$ cat src/rtl/fpga_cfg_loader.sv
// Wishbone-fed configuration loader: buffers 32-bit words and shifts them MSB-first onto ccff_head.
// Build option CFG_LOADER_READBACK_EN adds a ccff_tail_i capture register readable at offset 0x14.
module fpga_cfg_loader #(
  parameter int FIFO_DEPTH = 4,
  parameter int DIV_W      = 8
) (
  input  logic        wb_clk_i,
  input  logic        wb_rst_i,
  input  logic        wbs_stb_i,
  input  logic        wbs_cyc_i,
  input  logic        wbs_we_i,
  input  logic [3:0]  wbs_sel_i,
  input  logic [31:0] wbs_dat_i,
  input  logic [31:0] wbs_adr_i,
  output logic        wbs_ack_o,
  output logic [31:0] wbs_dat_o,
  output logic        prog_clk_o,
  output logic        prog_reset_o,
  output logic        ccff_head_o,
  input  logic        ccff_tail_i,
  output logic        done_irq_o
);

  localparam int AW = $clog2(FIFO_DEPTH);

  typedef enum logic [2:0] {
    S_IDLE,
    S_PRST,
    S_LOAD,
    S_SHIFT_LO,
    S_SHIFT_HI,
    S_DONE
  } state_t;

  state_t          state_reg, state_next;
  logic [DIV_W:0]  timer_reg;
  logic            ack_reg;
  logic [31:0]     dat_o_reg;
  logic            prst_hold_reg;
  logic [31:0]     bitcnt_reg;
  logic [DIV_W-1:0] clkdiv_reg;
  logic [31:0]     bits_left_reg;
  logic [4:0]      bit_idx_reg;
  logic [31:0]     shift_reg;
  logic            head_reg;
  logic            done_reg, underrun_reg, overflow_reg;
  logic [AW:0]     wr_ptr_reg, rd_ptr_reg;
  logic [31:0]     fifo_mem [FIFO_DEPTH];

  logic            bus_req, wr_en;
  logic            wr_ctrl, wr_status, wr_data, wr_bitcnt, wr_clkdiv;
  logic            start_cmd, abort_cmd, busy;
  logic            fifo_empty, fifo_full, fifo_pop, push_ok;
  logic [31:0]     fifo_word, rd_data, status_word;
  logic [DIV_W-1:0] div_eff;
  logic [DIV_W:0]  prst_last, shift_last;
  logic            shift_step, set_underrun, set_done;
  logic            unused_inputs;

  // Register writes land on the edge that ends the ack cycle.
  assign bus_req   = wbs_stb_i & wbs_cyc_i;
  assign wr_en     = ack_reg & bus_req & wbs_we_i;
  assign wr_ctrl   = wr_en && (wbs_adr_i[4:2] == 3'd0);
  assign wr_status = wr_en && (wbs_adr_i[4:2] == 3'd1);
  assign wr_data   = wr_en && (wbs_adr_i[4:2] == 3'd2);
  assign wr_bitcnt = wr_en && (wbs_adr_i[4:2] == 3'd3);
  assign wr_clkdiv = wr_en && (wbs_adr_i[4:2] == 3'd4);

  assign busy      = (state_reg != S_IDLE);
  assign abort_cmd = wr_ctrl & wbs_dat_i[1];
  assign start_cmd = wr_ctrl & wbs_dat_i[0] & ~wbs_dat_i[1] & ~busy;

  assign fifo_empty = (wr_ptr_reg == rd_ptr_reg);
  assign fifo_full  = (wr_ptr_reg[AW] != rd_ptr_reg[AW]) &&
                      (wr_ptr_reg[AW-1:0] == rd_ptr_reg[AW-1:0]);
  assign fifo_word  = fifo_mem[rd_ptr_reg[AW-1:0]];
  assign push_ok    = wr_data & (~fifo_full | fifo_pop);

  assign div_eff    = (clkdiv_reg == '0) ? DIV_W'(1) : clkdiv_reg;
  assign prst_last  = {div_eff, 1'b0} - (DIV_W+1)'(1);
  assign shift_last = {1'b0, div_eff} - (DIV_W+1)'(1);

  assign status_word = {26'd0, overflow_reg, underrun_reg, fifo_empty, fifo_full, done_reg, busy};

  always_comb begin
    state_next   = state_reg;
    fifo_pop     = 1'b0;
    shift_step   = 1'b0;
    set_underrun = 1'b0;
    set_done     = 1'b0;
    case (state_reg)
      S_IDLE: if (start_cmd) state_next = S_PRST;
      S_PRST: begin
        if (timer_reg == prst_last)
          state_next = (bits_left_reg == 32'd0) ? S_DONE : S_LOAD;
      end
      S_LOAD: begin
        if (fifo_empty) begin
          set_underrun = 1'b1;
        end else begin
          fifo_pop   = 1'b1;
          state_next = S_SHIFT_LO;
        end
      end
      S_SHIFT_LO: if (timer_reg == shift_last) state_next = S_SHIFT_HI;
      S_SHIFT_HI: begin
        if (timer_reg == shift_last) begin
          shift_step = 1'b1;
          if (bits_left_reg == 32'd1)      state_next = S_DONE;
          else if (bit_idx_reg == 5'd0)    state_next = S_LOAD;
          else                             state_next = S_SHIFT_LO;
        end
      end
      S_DONE: begin
        set_done   = 1'b1;
        state_next = S_IDLE;
      end
      default: state_next = S_IDLE;
    endcase
    if (abort_cmd) begin
      state_next   = S_IDLE;
      fifo_pop     = 1'b0;
      shift_step   = 1'b0;
      set_underrun = 1'b0;
      set_done     = 1'b0;
    end
  end

  always_ff @(posedge wb_clk_i) begin
    if (wb_rst_i) begin
      state_reg <= S_IDLE;
      timer_reg <= '0;
    end else begin
      state_reg <= state_next;
      timer_reg <= (state_next != state_reg) ? '0 : timer_reg + (DIV_W+1)'(1);
    end
  end

  // ccff_head only moves on entry to SHIFT_LO, keeping it stable around the prog_clk rise.
  always_ff @(posedge wb_clk_i) begin
    if (wb_rst_i) begin
      bits_left_reg <= '0;
      bit_idx_reg   <= '0;
      shift_reg     <= '0;
      head_reg      <= 1'b0;
    end else begin
      if (start_cmd) bits_left_reg <= bitcnt_reg;
      if (fifo_pop) begin
        shift_reg   <= fifo_word;
        bit_idx_reg <= 5'd31;
        head_reg    <= fifo_word[31];
      end else if (shift_step) begin
        shift_reg     <= {shift_reg[30:0], 1'b0};
        bit_idx_reg   <= bit_idx_reg - 5'd1;
        bits_left_reg <= bits_left_reg - 32'd1;
        if (state_next == S_SHIFT_LO) head_reg <= shift_reg[30];
      end
    end
  end

  always_ff @(posedge wb_clk_i) begin
    if (push_ok) fifo_mem[wr_ptr_reg[AW-1:0]] <= wbs_dat_i;
  end

  always_ff @(posedge wb_clk_i) begin
    if (wb_rst_i) begin
      wr_ptr_reg <= '0;
      rd_ptr_reg <= '0;
    end else if (abort_cmd) begin
      wr_ptr_reg <= '0;
      rd_ptr_reg <= '0;
    end else begin
      if (push_ok)  wr_ptr_reg <= wr_ptr_reg + (AW+1)'(1);
      if (fifo_pop) rd_ptr_reg <= rd_ptr_reg + (AW+1)'(1);
    end
  end

  always_ff @(posedge wb_clk_i) begin
    if (wb_rst_i) begin
      prst_hold_reg <= 1'b1;
      bitcnt_reg    <= '0;
      clkdiv_reg    <= DIV_W'(1);
      done_reg      <= 1'b0;
      underrun_reg  <= 1'b0;
      overflow_reg  <= 1'b0;
    end else begin
      if (wr_ctrl)           prst_hold_reg <= wbs_dat_i[2];
      if (wr_bitcnt && !busy) bitcnt_reg   <= wbs_dat_i;
      if (wr_clkdiv && !busy) clkdiv_reg   <= wbs_dat_i[DIV_W-1:0];
      // Hardware set takes priority over a software clear in the same cycle.
      if (set_done)                           done_reg <= 1'b1;
      else if (wr_status && wbs_dat_i[1])     done_reg <= 1'b0;
      if (set_underrun)                       underrun_reg <= 1'b1;
      else if (wr_status && wbs_dat_i[4])     underrun_reg <= 1'b0;
      if (wr_data && fifo_full && !fifo_pop)  overflow_reg <= 1'b1;
      else if (wr_status && wbs_dat_i[5])     overflow_reg <= 1'b0;
    end
  end

`ifdef CFG_LOADER_READBACK_EN
  logic [31:0] rb_reg;

  always_ff @(posedge wb_clk_i) begin
    if (wb_rst_i || start_cmd)
      rb_reg <= '0;
    else if (state_next == S_SHIFT_HI && state_reg != S_SHIFT_HI)
      rb_reg <= {rb_reg[30:0], ccff_tail_i};
  end

  assign unused_inputs = ^{wbs_sel_i, wbs_adr_i[31:5], wbs_adr_i[1:0]};
`else
  assign unused_inputs = ^{wbs_sel_i, wbs_adr_i[31:5], wbs_adr_i[1:0], ccff_tail_i};
`endif

  always_comb begin
    rd_data = '0;
    case (wbs_adr_i[4:2])
      3'd0: rd_data = {29'd0, prst_hold_reg, 2'b00};
      3'd1: rd_data = status_word;
      3'd3: rd_data = bitcnt_reg;
      3'd4: rd_data = 32'(clkdiv_reg);
`ifdef CFG_LOADER_READBACK_EN
      3'd5: rd_data = rb_reg;
`endif
      default: rd_data = '0;
    endcase
  end

  always_ff @(posedge wb_clk_i) begin
    if (wb_rst_i) begin
      ack_reg   <= 1'b0;
      dat_o_reg <= '0;
    end else begin
      ack_reg   <= bus_req & ~ack_reg;
      dat_o_reg <= (bus_req && !ack_reg && !wbs_we_i) ? rd_data : '0;
    end
  end

  assign wbs_ack_o    = ack_reg;
  assign wbs_dat_o    = dat_o_reg;
  assign prog_clk_o   = (state_reg == S_SHIFT_HI);
  assign prog_reset_o = (state_reg == S_IDLE) ? prst_hold_reg : (state_reg == S_PRST);
  assign ccff_head_o  = head_reg;
  assign done_irq_o   = done_reg;

endmodule
$ cat config.mk
export PLATFORM = sky130hd
export DESIGN_NAME = fpga_cfg_loader
export DESIGN_NICKNAME = d
export VERILOG_FILES = /design/src/rtl/fpga_cfg_loader.sv
export SDC_FILE = /design/constraint.sdc
export NUM_CORES = 1
export LEC_CHECK = 0
export BUFFER_PORTS_ARGS = -buffer_cell sky130_fd_sc_hd__buf_2
export CAP_MARGIN = 5
export CORE_AREA = 2 2 148 150
export DETAILED_ROUTE_END_ITERATION = 8
export DIE_AREA = 0 0 150 152
export PLACE_DENSITY = 0.89
export SYNTH_ARGS = -nofsm -noshare
export SYNTH_HDL_FRONTEND = slang
export SYNTH_SLANG_ARGS = --single-unit
$ cat constraint.sdc
create_clock -name wb_clk_i -period 4.4 [get_ports wb_clk_i]
set_input_delay 0.22 -clock wb_clk_i [delete_from_list [all_inputs] [get_ports wb_clk_i]]
set_output_delay 0.22 -clock wb_clk_i [all_outputs]
set_load 0.005 [all_outputs]
# Word level (Yosys, flattened, before mapping)
# Memory sizes are Yosys's and may differ from the RTL's. A register that Yosys moved wholly into a read port is not among the register bits.
# Index checks and enable logic that the tools add are counted.
# Widths: inputs -> output; s select.
dict set report word_totals {
  word_cells 134
  input_bits 74
  out_inout_bits 37
  register_bits 164
  n_memories 1
  ram_bits 128
}
dict set report classes {
  n_reduce_logical 34
  add_sub_neg 7
  eq_ne 17
  n_bitwise 15
  mux 44
}
# name words word_bits rd rd_clocked_by_memory_dff write_ports line_no
set memory_table {}
lappend memory_table {fifo_mem 4 32 1 1 1 48} ;# logic [31:0] fifo_mem [FIFO_DEPTH];
# op n
set op_table {}
lappend op_table {{$pmux 32 s4} 1}
lappend op_table {{$mux 32} 3}
lappend op_table {{$mux 31} 2}
lappend op_table {{$eq 32x1->1 const B} 1}
lappend op_table {{$logic_not 32->1} 1}
lappend op_table {{$sub 32x1->32 const B} 1}
lappend op_table {{$mux 1} 24}
lappend op_table {{$mux 3} 8}
lappend op_table {{$eq 9x9->1} 2}
lappend op_table {{$eq 3x2->1 const B} 5}
lappend op_table {{$logic_and 1x1->1} 15}
lappend op_table {{$pmux 3 s5} 1}
lappend op_table {{$mux 5} 2}
lappend op_table {{$reduce_bool 2->1} 5}
lappend op_table {{$add 9x1->9 const B} 1}
lappend op_table {{$and 1x1->1} 9}
lappend op_table {{$eq 3x3->1 const B} 3}
lappend op_table {{$sub 8x1->9 const B} 1}
lappend op_table {{$sub 9x1->9 const B} 1}
lappend op_table {{$logic_not 8->1} 1}
lappend op_table {{$mux 8} 1}
lappend op_table {{$add 3x1->3 const B} 2}
lappend op_table {{$eq 3x1->1 const B} 2}
lappend op_table {{$logic_not 3->1} 2}
lappend op_table {{other kinds (13)} 23}

# Longest topological paths before layout
dict set report depth {
  depth_word 14
  depth_mapped 15
  mapped_depth_nobuf 12
}

# Worst setup path after synthesis
# OpenSTA, ideal clock, no wires.
dict set report synth_timing {
  path_type {reg2reg}
  startpoint {reg clkdiv_reg[5]}
  endpoint {reg bit_idx_reg[4]}
  path_slack_ns 0.962
  stages_incl_launch_ff 14
  required_ns 4.330
  t_arrival_ns 3.367
  cell_sequence {dfxtp_1 -> clkbuf_1 -> or4_1 -> nor2_1 -> nor2_1 -> ha_1 -> nor3b_2 -> and2_1 -> o21a_1 -> o31ai_1 -> nand3_2 -> or4b_1 -> xor2_1 -> a21oi_1}
}
dict set report synth_between {
  elab_chain_cells 8
}
# item line_no
set synth_rtl {}
lappend synth_rtl {{start, declared} 41} ;# logic [DIV_W-1:0] clkdiv_reg;
lappend synth_rtl {{start signal, assigned} 189} ;# if (wr_clkdiv && !busy) clkdiv_reg <= wbs_dat_i[DIV_W-1:0];
lappend synth_rtl {{$logic_not 8->1} 79} ;# assign div_eff = (clkdiv_reg == '0) ? DIV_W'(1) : clkdiv_reg;
lappend synth_rtl {{$mux 8 *} 79}
lappend synth_rtl {{$sub 8x1->9 *} 81} ;# assign shift_last = {1'b0, div_eff} - (DIV_W+1)'(1);
lappend synth_rtl {{$eq 9x9->1 *} 107} ;# if (timer_reg == shift_last) begin
lappend synth_rtl {{$mux 1 *} 107}
lappend synth_rtl {{$mux 1 *} 91} ;# case (state_reg)
lappend synth_rtl {{$mux 1 *} 120} ;# if (abort_cmd) begin
lappend synth_rtl {{$reduce_bool 2->1 (no line) *} --}
lappend synth_rtl {{end signal, assigned} 154} ;# bit_idx_reg <= bit_idx_reg - 5'd1;
lappend synth_rtl {{end, declared} 43} ;# logic [4:0] bit_idx_reg;
# Every way passes the cells marked *; elsewhere a longest branch is shown, timed or not.
# A chain may end at the register's enable or synchronous reset.

# Worst setup path in the final report
dict set report layout_timing {
  startpoint {reg clkdiv_reg[7]}
  endpoint {reg bits_left_reg[24]}
}
dict set report layout_between {
  elab_chain_cells 9
}
# item line_no
set layout_rtl {}
lappend layout_rtl {{$logic_not 8->1} 79}
lappend layout_rtl {{$mux 8 *} 79}
lappend layout_rtl {{$sub 8x1->9 *} 81}
lappend layout_rtl {{$eq 9x9->1 *} 107}
lappend layout_rtl {{$mux 1 *} 107}
lappend layout_rtl {{$mux 1 *} 91}
lappend layout_rtl {{$mux 1 *} 120}
lappend layout_rtl {{$mux 32 *} 152} ;# end else if (shift_step) begin
lappend layout_rtl {{$mux 32 *} 148} ;# if (fifo_pop) begin
lappend layout_rtl {{end signal, assigned} 147} ;# if (start_cmd) bits_left_reg <= bitcnt_reg;
lappend layout_rtl {{end signal, assigned} 155} ;# bits_left_reg <= bits_left_reg - 32'd1;
lappend layout_rtl {{end, declared} 42} ;# logic [31:0] bits_left_reg;
# Marks and branches as above.

==> reports/results.ini <==
[run_status]
status=completed

[pwr]
power_density_nw_per_um2=386
intPower_mw=4.34
sequentialPowerShare=0.518
total_power_mw=5.51
switching_share=0.213
p_sw_mw=1.17
vdd_drop_max_uv=327
p_leak_nw=4.91
comb_power_share=0.024
clkPwrFrac=0.458

[setup_path]
cp-startpoint=clkdiv_reg[7]
cp-start-kind=flip-flop
r2r-start=clkdiv_reg[7]
critPathCaptureType=flip-flop
path_class=reg2reg
crit_fanout=22
cp.required_ns=4.80
crit_arrival_ns=4.55

[detailed_routing]
firstDrtPassIters=6
drt_first_iter_violations=1124
via_per_inst=6.43
wl_per_cell_um=21.0
antenna_left=0
drt_wl_total_mm=31.8
vias=9755
drc=0

[grt]
grt.overflow.total=0
first_global_vias=9483
antenna_found_initial=1
grt_pass1_wl_mm=50.3
grt_usage=0.278
grt_max_degree=92

[cells_and_area]
drive_gt1_frac=0.167
final_cells=1517
final_nets=1298
final_area_um2=14300
fin_util=0.668
syn2layout_area_growth_pct=15.8
largest_reg_flops=128

[clocking]
htreeDepth=1
clk_pin_slew_ns=0.07
holdBufCountCts=31
numCtsBuffers=28
cts_tree=yes
cts_root_buf=clkbuf_16
worstSkewPairLatency_ns=0.57
post_cts_buffers=0
cts_sinks=294
clk_path_buf_depth=3
post_cts_resized=0

[synth]
synth_area_leader_cell=edfxtp_1
syn_area_um2=12300
syn_nets=1214
post_synth.cell_area_avg_um2=10.9
synthTopCellsByArea=edfxtp_1 31%, dfxtp_1 27%, mux4_2 5.9%
synth-seq-area-share=0.582
yosys_warnings=0
async_flop_share=0
synth_top_area_frac=0.312
synth_cell_types=68
yosys_most_used_dff=dfxtp_1
synthCells=1130
yosysMostFrequentCell=dfxtp_1
ys_ff_latch=294
synth_common_cells=166 x dfxtp_1, 145 x nand2_1, 128 x edfxtp_1
synth-edff-count=128

[min_path]
hp-start=wbs_dat_i[4]
worstHoldPathType=in2reg

[timing]
setup_tns_ns=0
clock.fmax_mhz=241
report.final.slew_viol_count=0
worstMarginPinSlew_ns=1.09
setup_violations=0
rsz0062_at_grt=no
whs_ns=0.0171
period_needed_ns=4.15
setup_ws_ns=0.255
fin_crit_sh=0.942
hold_viol_final=0
skew_ns=0.0317
maxSlewHeadroom=0.274

[floorplanning]
fp.coreArea_um2=21400
fp.dieW_um=150
rows=54
io_pins=111
die_area_um2=22800
die_y_um=152
start_util=0.577

[placed_design]
dp_cells=1433
portBuffers=76
dpl_worst_slack_ns=0.381
place_area_um2=13000
place.gp.congestion=0.935
dp_hpwl_mm=19.3

[flow_run]
maxCapViolCount=0

layout make-up:
class                      instances  area (µm²)
fill                            1488        7090
antenna                            1        2.50
timing repair buffer             134         908
clock inverter                    17         181
inverter                          14        52.6
tap                              280         350
multi-input combinational        742        4790
clock buffer                      35         810
sequential                       294        7170
path summary, 6_finish.rpt:
kind / end / slack [ns] / cells after the start
worst min register to register: shift_reg[19] / 0.46 / 2
worst min-delay path: bitcnt_reg[4] / 0.02 / 3
worst max register to register: bits_left_reg[24] / 0.25 / 12
worst max-delay path: bits_left_reg[24] / 0.25 / 12
cell usage in the layout, fill, tap and decap left out, types with 4 or more instances in the layout:
cell,n
a211oi_1,7
a21oi_1,122
a22oi_1,46
a31oi_1,16
a32oi_1,8
and2_1,36
and3_1,5
buf_2,75
buf_4,27
clkbuf_16,30
clkbuf_8,4
clkinv_2,6
dfxtp_1,165
dlygate4sd3_1,31
edfxtp_1,128
ha_1,10
inv_1,14
mux4_2,32
nand2_1,145
nand2b_1,6
nand3_1,25
nand4_1,10
nor2_1,73
nor3_1,33
nor3b_1,4
nor4_1,13
o211ai_1,7
o21a_1,6
o21ai_0,33
o311ai_0,4
or3_1,10
or4_1,6
xnor2_1,12
xor2_1,16
critical path, cell delays in order (launching register included):
cell      delay [ns]
dfxtp_1         0.40
or4_1           0.57
nor2_1          0.16
nor2_1          0.07
ha_1            0.34
xnor2_1         0.14
a311oi_1        0.32
nand3_1         0.18
nor4_2          0.52
nand3_2         0.31
and2_1          0.48
o21ai_0         0.38
a21oi_1         0.12
kinds of logic (layout without fill, tap and decap cells):
kind of cell | count (synthesis) | count (layout) | share of synthesized area
muxes | 36 | 36 | 0.0621
adders and majority gates | 10 | 10 | 0.0102
other | 0 | 1 | 0
buffers and inverters | 94 | 200 | 0.0293
AOI/OAI and AO/OA | 275 | 275 | 0.139
DFF | 294 | 294 | 0.582
xor gates and xnor gates | 28 | 28 | 0.0199
and+or+nand+nor | 393 | 393 | 0.157
power groups by stage:
stage / Clock (mW) / Sequential (mW) / Combinational, mW
global route: 2.66 / 2.85 / 0.144
global placement: 0 / 2.91 / 0.104
CTS: 2.53 / 2.85 / 0.130
finish: 2.52 / 2.85 / 0.134
floorplan: 0 / 2.91 / 0.0578
detailed placement: 0 / 2.91 / 0.108
per-layer routing:
| metal | global-route usage | vias up | wire length [µm] |
|---|---|---|---|
| li1 | - | 4348 | - |
| met1 | 0.368 | 4724 | 12300 |
| met2 | 0.456 | 585 | 15600 |
| met3 | 0.0420 | 98 | 2720 |
| met4 | 0.115 | 0 | 1230 |
| met5 | 0 | - | 0 |
(Power assumes the default switching activity.)
